## config.mk

```make
export PLATFORM = sky130hd
export DESIGN_NAME = vc_controller_flat
export DESIGN_NICKNAME = d
export VERILOG_FILES = /design/src/rtl/vc_controller_if.sv /design/src/rtl/vc_controller.sv /design/src/flat_wrapper.sv
export SDC_FILE = /design/constraint.sdc
export NUM_CORES = 1
export LEC_CHECK = 0
export ABC_CLOCK_PERIOD_IN_PS = 1500
export CAP_MARGIN = 25
export CORE_MARGIN = 1.5
export CORE_UTILIZATION = 30
export CTS_BUF_LIST = sky130_fd_sc_hd__clkbuf_2 sky130_fd_sc_hd__clkbuf_4 sky130_fd_sc_hd__clkbuf_8
export CTS_CLUSTER_SIZE = 10
export DETAILED_ROUTE_END_ITERATION = 10
export PLACE_DENSITY = 0.73
export REMOVE_ABC_BUFFERS = 1
export SYNTH_ARGS = -nofsm -noshare
export SYNTH_HDL_FRONTEND = slang
export SYNTH_SLANG_ARGS = --single-unit
```

## constraint.sdc

```tcl
create_clock -name clk -period 1.5 [get_ports clk]
set_input_delay 0.225 -clock clk [delete_from_list [all_inputs] [get_ports clk]]
set_output_delay 0.225 -clock clk [all_outputs]
set_load 0.05 [all_outputs]
```

## src/rtl/vc_controller_if.sv

```systemverilog
// Bundle for the victim-cache controller: L1 request/response, tag-store command bus,
// writeback port, status and statistics. master = controller side, slave = environment.
interface vc_controller_if #(
  parameter int TAG_WIDTH = 4,
  parameter int NUM_WAYS  = 4
);
  localparam int WAY_W = $clog2(NUM_WAYS);

  logic                 req_valid;
  logic                 req_ready;
  logic                 req_op;
  logic [TAG_WIDTH-1:0] req_tag;
  logic                 req_dirty;
  logic                 resp_valid;
  logic                 resp_hit;
  logic [WAY_W-1:0]     resp_way;
  logic                 ts_lookup_en;
  logic                 ts_write_en;
  logic                 ts_read_en;
  logic                 ts_valid_clear;
  logic                 ts_dirty_set;
  logic [TAG_WIDTH-1:0] ts_tag;
  logic [WAY_W-1:0]     ts_way;
  logic                 ts_hit;
  logic [WAY_W-1:0]     ts_hit_way;
  logic [NUM_WAYS-1:0]  ts_valid_vector;
  logic [NUM_WAYS-1:0]  ts_dirty_vector;
  logic                 wb_valid;
  logic                 wb_ready;
  logic [WAY_W-1:0]     wb_way;
  logic                 busy;
  logic [15:0]          stat_hits;
  logic [15:0]          stat_misses;
  logic [15:0]          stat_wbs;

  modport master (
    input  req_valid, req_op, req_tag, req_dirty,
    input  ts_hit, ts_hit_way, ts_valid_vector, ts_dirty_vector, wb_ready,
    output req_ready, resp_valid, resp_hit, resp_way,
    output ts_lookup_en, ts_write_en, ts_read_en, ts_valid_clear, ts_dirty_set, ts_tag, ts_way,
    output wb_valid, wb_way, busy, stat_hits, stat_misses, stat_wbs
  );

  modport slave (
    output req_valid, req_op, req_tag, req_dirty,
    output ts_hit, ts_hit_way, ts_valid_vector, ts_dirty_vector, wb_ready,
    input  req_ready, resp_valid, resp_hit, resp_way,
    input  ts_lookup_en, ts_write_en, ts_read_en, ts_valid_clear, ts_dirty_set, ts_tag, ts_way,
    input  wb_valid, wb_way, busy, stat_hits, stat_misses, stat_wbs
  );
endinterface

```

## src/rtl/vc_controller.sv

```systemverilog
// Victim-cache control FSM: tag-store commands, replacement, dirty writebacks, one response per request.
// Optional macro VC_STATS_EN enables 16-bit saturating hit/miss/writeback counters.
module vc_controller #(
  parameter int TAG_WIDTH = 4,
  parameter int NUM_WAYS  = 4
) (
  input logic             clk,
  input logic             rst,
  vc_controller_if.master bus
);
  localparam int WAY_W = $clog2(NUM_WAYS);

  localparam logic [2:0] S_IDLE   = 3'd0;
  localparam logic [2:0] S_LOOKUP = 3'd1;
  localparam logic [2:0] S_CLEAR  = 3'd2;
  localparam logic [2:0] S_WB     = 3'd3;
  localparam logic [2:0] S_WRITE  = 3'd4;
  localparam logic [2:0] S_DSET   = 3'd5;
  localparam logic [2:0] S_RESP   = 3'd6;

  logic [2:0]           r_state;
  logic                 r_op;
  logic                 r_dirty;
  logic                 r_hit;
  logic                 r_use_fifo;
  logic [TAG_WIDTH-1:0] r_tag;
  logic [WAY_W-1:0]     r_way;
  logic [WAY_W-1:0]     r_fifo_ptr;

  logic [WAY_W-1:0]     w_victim;
  logic                 w_all_valid;
  logic                 w_victim_dirty;

  // Lowest-index invalid way wins; with every way valid fall back to the FIFO pointer.
  always_comb begin
    w_victim    = r_fifo_ptr;
    w_all_valid = 1'b1;
    for (int i = NUM_WAYS - 1; i >= 0; i--) begin
      if (!bus.ts_valid_vector[i]) begin
        w_victim    = WAY_W'(i);
        w_all_valid = 1'b0;
      end
    end
  end

  assign w_victim_dirty = bus.ts_valid_vector[w_victim] && bus.ts_dirty_vector[w_victim];

  always_ff @(posedge clk or posedge rst) begin
    if (rst) begin
      r_state    <= S_IDLE;
      r_op       <= 1'b0;
      r_dirty    <= 1'b0;
      r_hit      <= 1'b0;
      r_use_fifo <= 1'b0;
      r_tag      <= '0;
      r_way      <= '0;
      r_fifo_ptr <= '0;
    end else begin
      case (r_state)
        S_IDLE: begin
          if (bus.req_valid) begin
            r_op    <= bus.req_op;
            r_tag   <= bus.req_tag;
            r_dirty <= bus.req_dirty;
            r_state <= S_LOOKUP;
          end
        end
        S_LOOKUP: begin
          if (bus.ts_hit) begin
            r_way      <= bus.ts_hit_way;
            r_hit      <= 1'b1;
            r_use_fifo <= 1'b0;
            r_state    <= r_op ? S_WRITE : S_CLEAR;
          end else if (!r_op) begin
            r_way   <= '0;
            r_hit   <= 1'b0;
            r_state <= S_RESP;
          end else begin
            r_way      <= w_victim;
            r_hit      <= 1'b0;
            r_use_fifo <= w_all_valid;
            r_state    <= w_victim_dirty ? S_WB : S_WRITE;
          end
        end
        S_CLEAR: r_state <= S_RESP;
        S_WB:    if (bus.wb_ready) r_state <= S_WRITE;
        S_WRITE: begin
          if (r_use_fifo) r_fifo_ptr <= r_fifo_ptr + 1'b1;
          r_state <= r_dirty ? S_DSET : S_RESP;
        end
        S_DSET:  r_state <= S_RESP;
        S_RESP:  r_state <= S_IDLE;
        default: r_state <= S_IDLE;
      endcase
    end
  end

  assign bus.req_ready      = (r_state == S_IDLE) && !rst;
  assign bus.busy           = (r_state != S_IDLE);
  assign bus.resp_valid     = (r_state == S_RESP);
  assign bus.resp_hit       = (r_state == S_RESP) && r_hit;
  assign bus.resp_way       = (r_state == S_RESP) ? r_way : '0;
  assign bus.ts_lookup_en   = (r_state == S_LOOKUP);
  assign bus.ts_write_en    = (r_state == S_WRITE);
  assign bus.ts_read_en     = 1'b0;
  assign bus.ts_valid_clear = (r_state == S_CLEAR);
  assign bus.ts_dirty_set   = (r_state == S_DSET);
  assign bus.ts_tag         = (r_state == S_LOOKUP || r_state == S_WRITE) ? r_tag : '0;
  assign bus.ts_way         = (r_state == S_CLEAR || r_state == S_WRITE || r_state == S_DSET) ? r_way : '0;
  assign bus.wb_valid       = (r_state == S_WB);
  assign bus.wb_way         = (r_state == S_WB) ? r_way : '0;

`ifdef VC_STATS_EN
  logic [15:0] r_stat_hits;
  logic [15:0] r_stat_misses;
  logic [15:0] r_stat_wbs;

  function automatic logic [15:0] sat_inc(input logic [15:0] v);
    return (v == 16'hFFFF) ? v : v + 16'd1;
  endfunction

  always_ff @(posedge clk or posedge rst) begin
    if (rst) begin
      r_stat_hits   <= '0;
      r_stat_misses <= '0;
      r_stat_wbs    <= '0;
    end else begin
      if (r_state == S_RESP && !r_op) begin
        if (r_hit) r_stat_hits   <= sat_inc(r_stat_hits);
        else       r_stat_misses <= sat_inc(r_stat_misses);
      end
      if (r_state == S_WB && bus.wb_ready) r_stat_wbs <= sat_inc(r_stat_wbs);
    end
  end

  assign bus.stat_hits   = r_stat_hits;
  assign bus.stat_misses = r_stat_misses;
  assign bus.stat_wbs    = r_stat_wbs;
`else
  assign bus.stat_hits   = '0;
  assign bus.stat_misses = '0;
  assign bus.stat_wbs    = '0;
`endif
endmodule
```

## src/flat_wrapper.sv

```systemverilog
// flat-port wrapper written by rule: the top's interface ports become plain ports
module vc_controller_flat 
#(
  parameter int TAG_WIDTH = 4,
  parameter int NUM_WAYS  = 4
)
  (clk, rst, bus_req_valid, bus_req_op, bus_req_tag, bus_req_dirty, bus_ts_hit, bus_ts_hit_way, bus_ts_valid_vector, bus_ts_dirty_vector, bus_wb_ready, bus_req_ready, bus_resp_valid, bus_resp_hit, bus_resp_way, bus_ts_lookup_en, bus_ts_write_en, bus_ts_read_en, bus_ts_valid_clear, bus_ts_dirty_set, bus_ts_tag, bus_ts_way, bus_wb_valid, bus_wb_way, bus_busy, bus_stat_hits, bus_stat_misses, bus_stat_wbs);
  vc_controller_if #(.TAG_WIDTH(TAG_WIDTH), .NUM_WAYS(NUM_WAYS)) bus_i ();
  input logic clk;
  input logic rst;
  input wire logic [$bits(bus_i.req_valid)-1:0] bus_req_valid;
  input wire logic [$bits(bus_i.req_op)-1:0] bus_req_op;
  input wire logic [$bits(bus_i.req_tag)-1:0] bus_req_tag;
  input wire logic [$bits(bus_i.req_dirty)-1:0] bus_req_dirty;
  input wire logic [$bits(bus_i.ts_hit)-1:0] bus_ts_hit;
  input wire logic [$bits(bus_i.ts_hit_way)-1:0] bus_ts_hit_way;
  input wire logic [$bits(bus_i.ts_valid_vector)-1:0] bus_ts_valid_vector;
  input wire logic [$bits(bus_i.ts_dirty_vector)-1:0] bus_ts_dirty_vector;
  input wire logic [$bits(bus_i.wb_ready)-1:0] bus_wb_ready;
  output wire logic [$bits(bus_i.req_ready)-1:0] bus_req_ready;
  output wire logic [$bits(bus_i.resp_valid)-1:0] bus_resp_valid;
  output wire logic [$bits(bus_i.resp_hit)-1:0] bus_resp_hit;
  output wire logic [$bits(bus_i.resp_way)-1:0] bus_resp_way;
  output wire logic [$bits(bus_i.ts_lookup_en)-1:0] bus_ts_lookup_en;
  output wire logic [$bits(bus_i.ts_write_en)-1:0] bus_ts_write_en;
  output wire logic [$bits(bus_i.ts_read_en)-1:0] bus_ts_read_en;
  output wire logic [$bits(bus_i.ts_valid_clear)-1:0] bus_ts_valid_clear;
  output wire logic [$bits(bus_i.ts_dirty_set)-1:0] bus_ts_dirty_set;
  output wire logic [$bits(bus_i.ts_tag)-1:0] bus_ts_tag;
  output wire logic [$bits(bus_i.ts_way)-1:0] bus_ts_way;
  output wire logic [$bits(bus_i.wb_valid)-1:0] bus_wb_valid;
  output wire logic [$bits(bus_i.wb_way)-1:0] bus_wb_way;
  output wire logic [$bits(bus_i.busy)-1:0] bus_busy;
  output wire logic [$bits(bus_i.stat_hits)-1:0] bus_stat_hits;
  output wire logic [$bits(bus_i.stat_misses)-1:0] bus_stat_misses;
  output wire logic [$bits(bus_i.stat_wbs)-1:0] bus_stat_wbs;
  assign bus_i.req_valid = bus_req_valid;
  assign bus_i.req_op = bus_req_op;
  assign bus_i.req_tag = bus_req_tag;
  assign bus_i.req_dirty = bus_req_dirty;
  assign bus_i.ts_hit = bus_ts_hit;
  assign bus_i.ts_hit_way = bus_ts_hit_way;
  assign bus_i.ts_valid_vector = bus_ts_valid_vector;
  assign bus_i.ts_dirty_vector = bus_ts_dirty_vector;
  assign bus_i.wb_ready = bus_wb_ready;
  assign bus_req_ready = bus_i.req_ready;
  assign bus_resp_valid = bus_i.resp_valid;
  assign bus_resp_hit = bus_i.resp_hit;
  assign bus_resp_way = bus_i.resp_way;
  assign bus_ts_lookup_en = bus_i.ts_lookup_en;
  assign bus_ts_write_en = bus_i.ts_write_en;
  assign bus_ts_read_en = bus_i.ts_read_en;
  assign bus_ts_valid_clear = bus_i.ts_valid_clear;
  assign bus_ts_dirty_set = bus_i.ts_dirty_set;
  assign bus_ts_tag = bus_i.ts_tag;
  assign bus_ts_way = bus_i.ts_way;
  assign bus_wb_valid = bus_i.wb_valid;
  assign bus_wb_way = bus_i.wb_way;
  assign bus_busy = bus_i.busy;
  assign bus_stat_hits = bus_i.stat_hits;
  assign bus_stat_misses = bus_i.stat_misses;
  assign bus_stat_wbs = bus_i.stat_wbs;
  vc_controller #(.TAG_WIDTH(TAG_WIDTH), .NUM_WAYS(NUM_WAYS)) u_core (.clk(clk), .rst(rst), .bus(bus_i));
endmodule
```

==> Yosys cells after proc, flatten, opt, wreduce, memory -nomap -nowiden <==
Index checks and enable logic that the tools add are counted.
W data, S select, Z words.
{ "word_totals": {"reg_bits": 15, "inputBits": 21, "out_inout_bits": 68, "word_cells": 62} }
{ "classes": {"add_sub_neg": 1, "order_cmp": 1, "eq_ne": 8, "muxes": 29, "reduce_logical": 15} }
{ "op_table": {"columns": ["cell", "n"], "rows": [
  ["$mux W2", 10],
  ["$mux W3", 6],
  ["$pmux W3 S5", 1],
  ["$eq A3 B3 Y1 const B", 3],
  ["$mux W1", 9],
  ["$reduce_and A2 Y1", 4],
  ["$eq A3 B2 Y1 const B", 2],
  ["$bmux W1 S2", 2],
  ["$mux W4", 1],
  ["$ne A2 B2 Y1 const B", 2],
  ["$eq A3 B1 Y1 const B", 1],
  ["$logic_and A1 B1 Y1", 3],
  ["$logic_not A3 Y1", 1],
  ["$logic_or A1 B1 Y1", 3],
  ["$lt A2 B3 Y1 const B", 1],
  ["$reduce_bool A3 Y1", 1],
  ["$add A2 B1 Y2 const B", 1],
  ["$reduce_bool A2 Y1", 1],
  ["$reduce_or A2 Y1", 1],
  ["$logic_not A1 Y1", 1]
]} }

==> Longest topological paths before layout <==
Gate-level depths: netlist of the first run.
{ "depth": {"depth_word": 11, "ltp_mapped": 5} }

==> Worst setup path before layout of the first run <==
No wires, ideal clock.
{ "synth_timing": {"kind": "register to output", "startpoint": "register u_core.r_state[2]", "endpoint": "output bus_ts_way[0]", "t_arrival_ns": 2.626, "required_time_ns": 1.275, "setup_slack_ns": -1.351, "stages_incl_launch_ff": 5, "cell_sequence": "dfrtp_1 buf_2 nor3_1 a21oi_1 nor2b_1"} }
{ "synth_between": {"elab_chain_cells": 4} }
{ "synth_rtl": {"columns": ["element", "line_no", "source"], "rows": [
  ["start, declared", "vc_controller.sv:21", "logic [2:0] r_state;"],
  ["start signal, assigned", "vc_controller.sv:73", "r_state <= r_op ? S_WRITE : S_CLEAR;"],
  ["start signal, assigned", "vc_controller.sv:82", "r_state <= w_victim_dirty ? S_WB : S_WRITE;"],
  ["start signal, assigned", "vc_controller.sv:89", "r_state <= r_dirty ? S_DSET : S_RESP;"],
  ["$eq A3 B2 Y1", null, null],
  ["net bus_ts_valid_clear", "flat_wrapper.sv:27", "output wire logic [$bits(bus_i.ts_valid_clear)-1:0] bus_ts_valid_clear;"],
  ["$logic_or A1 B1 Y1 (2 in a row)", "vc_controller.sv:109", "assign bus.ts_way = (r_state == S_CLEAR || r_state == S_WRITE || r_state == S_DSET) ? r_way : '0;"],
  ["$mux W2", "vc_controller.sv:109", null],
  ["end, declared", "flat_wrapper.sv:30", "output wire logic [$bits(bus_i.ts_way)-1:0] bus_ts_way;"]
]} }
The timed path passes the listed nets, and every way through them passes these cells.

==> Final worst setup path of the first run <==
{ "layout_timing": {"startpoint": "register u_core.r_state[2]", "endpoint": "output bus_busy"} }
{ "layout_between": {"elab_chain_cells": 1} }
{ "layout_rtl": {"columns": ["element", "line_no", "source"], "rows": [
  ["$reduce_bool A3 Y1", "vc_controller.sv:99", "assign bus.busy = (r_state != S_IDLE);"],
  ["end, declared", "flat_wrapper.sv:33", "output wire logic [$bits(bus_i.busy)-1:0] bus_busy;"]
]} }
No other way between the ends.

==> summary.txt, run 1 <==
Final setup vio count -> 25
Worst EP arrival -> 1.46 ns
Worst setup path category -> reg -> out
Vias in the first global route -> 906
Synth area leaders -> buf_4 29%, dfrtp_1 29%, mux2_2 6.1%
Clock transition at path regs -> 0.06 ns
Skew-Pair Late Insertion Delay -> 0.25 ns
Post-Syn Area per Cell -> 8.95 sq um
Number of synthesized register bits -> 15
Critical path buffer and inverter count -> 3
Count leader, synth -> buf_4
Global route overflow -> 0
Initial antenna violation count -> 0
TritonCTS clock tree -> done
Post-synthesis sequential area ratio -> 29.1%
Port bufs -> 39
Initial core utilization -> 31.8%
Crit path launch type -> flop
Residual DRC -> 0
Post-route ant nets -> 0
Post-route cell area -> 0.00210 sq mm
Avg WL per Cell -> 10.8 um
Critical Path End Type -> primary output
Post-synthesis cell count -> 144
Final worst setup slack -> -0.181 ns
H-tree levels -> 1
Synth Flop Type -> dfrtp_1
Row Count -> 23
Die Area -> 0.00470 sq mm
Chip Width -> 68.5 um
PnR Total Power -> 4.67 mW
Unrepaired setup endpoints after global routing -> true
Clock Skew -> 0.00263 ns
Yosys synthesis warning count -> 0
Fraction of layout cells with a size suffix above 1 -> 42.5%
Via/cell ratio -> 4.02
EDFF count, synth -> 0
Hold crit path type -> in -> async
Dpl hpwl -> 2100 um
Dpl ws -> -0.157 ns
Clk sinks -> 15
Minimum clock period after layout -> 1.68 ns
Post-layout nets -> 234
Num CTS Buffers -> 3
Max Slew Vio Count -> 0
Die Y -> 68.5 um
Period utilization -> 112%
Inserted Diodes -> 0
Critical path fanouts, max -> 4
Routability Congestion -> 0.794
Boundary Pins -> 89
Global-route wire length before repair -> 4130 um
Synth unique cells -> 31
Largest net degree at the start of global routing -> 16
Core area -> 0.00406 sq mm
Iteration-0 DRC Markers -> 12
Setup_tns -> -2.49 ns
FFs w/ async S/R, synth -> 100%
Final hold violation count -> 0
Clock tree buffer depth -> 2
Fmax -> 0.595 GHz
# hold bufs at CTS -> 0
CP max stage delay -> 0.42 ns
P_leak -> 0.992 nW
Power density cells -> 2230 mW/mm^2
Outcome -> complete, but fails checks
Most Frequent Cell on Critical Path -> buf_6
Violated checks -> setup timing
Post-Synthesis Cell Area -> 0.00129 sq mm
Max IR drop VDD -> 1.14 mV
Fillcell total -> 385
Post-synth top area cell -> buf_4
Pre-antenna DRT Iters -> 4
CP required -> 1.27 ns
Total number of vias -> 1053
Synth cell count leaders -> 50 x buf_4, 15 x dfrtp_1, 9 x and2_1
CP delay by family, top -> flip-flops
Post-synth top area share -> 29.1%
Root buf cell -> clkbuf_8
Area of placed instances -> 0.00186 sq mm
Layout area overhead -> 62.7%
CP max stage cell -> dfrtp_2
Max-cap violations -> 0
CP Cell Sequence -> buf_6, or3_4, buf_6, buf_8
Routed WL -> 2830 um
Tot GR Track Use -> 12.3%
==> through the flow <==
step           util, %  instances  hold slack (ns)
2_1_floorplan        -        138            0.126
3_3_place_gp      45.8        248            0.470
3_5_place_dp      45.8        248            0.467
4_1_cts           50.8        259            0.399
5_1_grt           51.7        262            0.424
6_report          51.7        262            0.393
==> worst reg2reg max path: cells and delay by family, from the launching register on <==
family          cells  cell delay (ns)
compound gates      1             0.09
buf+inv             3             0.45
flops               1             0.47
mux                 1             0.35
simple gates        1             0.15
==> power breakdown <==
| group | leakage, nW | total, mW | internal, mW | switching (mW) |
|---|---|---|---|---|
| clock network | 0.0262 | 0.347 | 0.206 | 0.141 |
| logic | 0.787 | 3.54 | 1.74 | 1.80 |
| registers | 0.179 | 0.782 | 0.601 | 0.182 |
==> final timing paths <==
kind	start	end	slack [ns]	cells past startpoint
max reg2reg	u_core.r_state[0]	u_core.r_use_fifo	-0.12	6
min in group clk	u_core.r_fifo_ptr[1]	u_core.r_fifo_ptr[1]	0.48	1
min reg2reg	u_core.r_fifo_ptr[1]	u_core.r_fifo_ptr[1]	0.48	1
max in group asynchronous	rst	u_core.r_state[0]	0.91	3
min	rst	u_core.r_way[1]	0.39	3
max	u_core.r_state[2]	bus_busy	-0.18	4
==> per-layer routing <==
metal / GRT usage [%] / vias up / share of wire (%)
li1: - / 511 / -
met1: 14.9 / 489 / 40
met2: 20.3 / 49 / 52
met3: 2.44 / 4 / 6.4
met4: 6.75 / 0 / 1.8
met5: 0 / - / 0
==> flip-flops by register name, indices dropped and copies added (netlist names) <==
name,count
u_core.r_op,1
u_core.r_fifo_ptr,2
u_core.r_way,2
u_core.r_dirty,1
u_core.r_use_fifo,1
u_core.r_state,3
u_core.r_hit,1
u_core.r_tag,4
==> cell families (layout without fill, tap and decap cells) <==
family | count (synthesis) | in the layout | synth area share, %
buf+inv | 59 | 79 | 32.5
simple gates | 43 | 43 | 21.3
compound gates | 15 | 15 | 6.89
flops | 15 | 15 | 29.1
mux | 8 | 8 | 7.86
xor+xnor | 3 | 3 | 2.04
other cells | 1 | 49 | 0.291
==> area by class of cell <==
cell class | count | area [sq um] | share of cell area [%]
timing repair buffer | 70 | 826 | 39.4
multi-input combinational | 118 | 762 | 36.3
sequential | 15 | 379 | 18.1
tap | 50 | 62.6 | 2.98
clock buffer | 4 | 48.8 | 2.33
inverter | 5 | 18.8 | 0.895
==> cell usage in the layout (no fill, tap or decap), types with 4 or more instances in the layout <==
master,Yosys,routed
buf_6,1,4
and2_4,0,9
buf_4,50,25
conb_1,1,49
buf_12,0,17
clkdlybuf4s50_1,0,20
nand2_1,7,7
dfrtp_1,15,12
mux2_2,7,7
inv_1,5,4
o21ai_0,5,5
==> what timing repair did <==
action | 4_1_cts | 5_1_grt
setup buffers | 7 | 3
pin swaps | 6 | 0
gates resized for setup | 32 | 6
hold endpoints to repair | 0 | 0
setup endpoints to repair | 24 | 26
Note: power is estimated with default switching activity, not from simulation.
==> run 2: changes to the inputs <==
GPL_ROUTABILITY_DRIVEN = 0   (was not set)
==> results of run 2 <==
No change in the layout: final DEF, timing and power equal those of run 1.
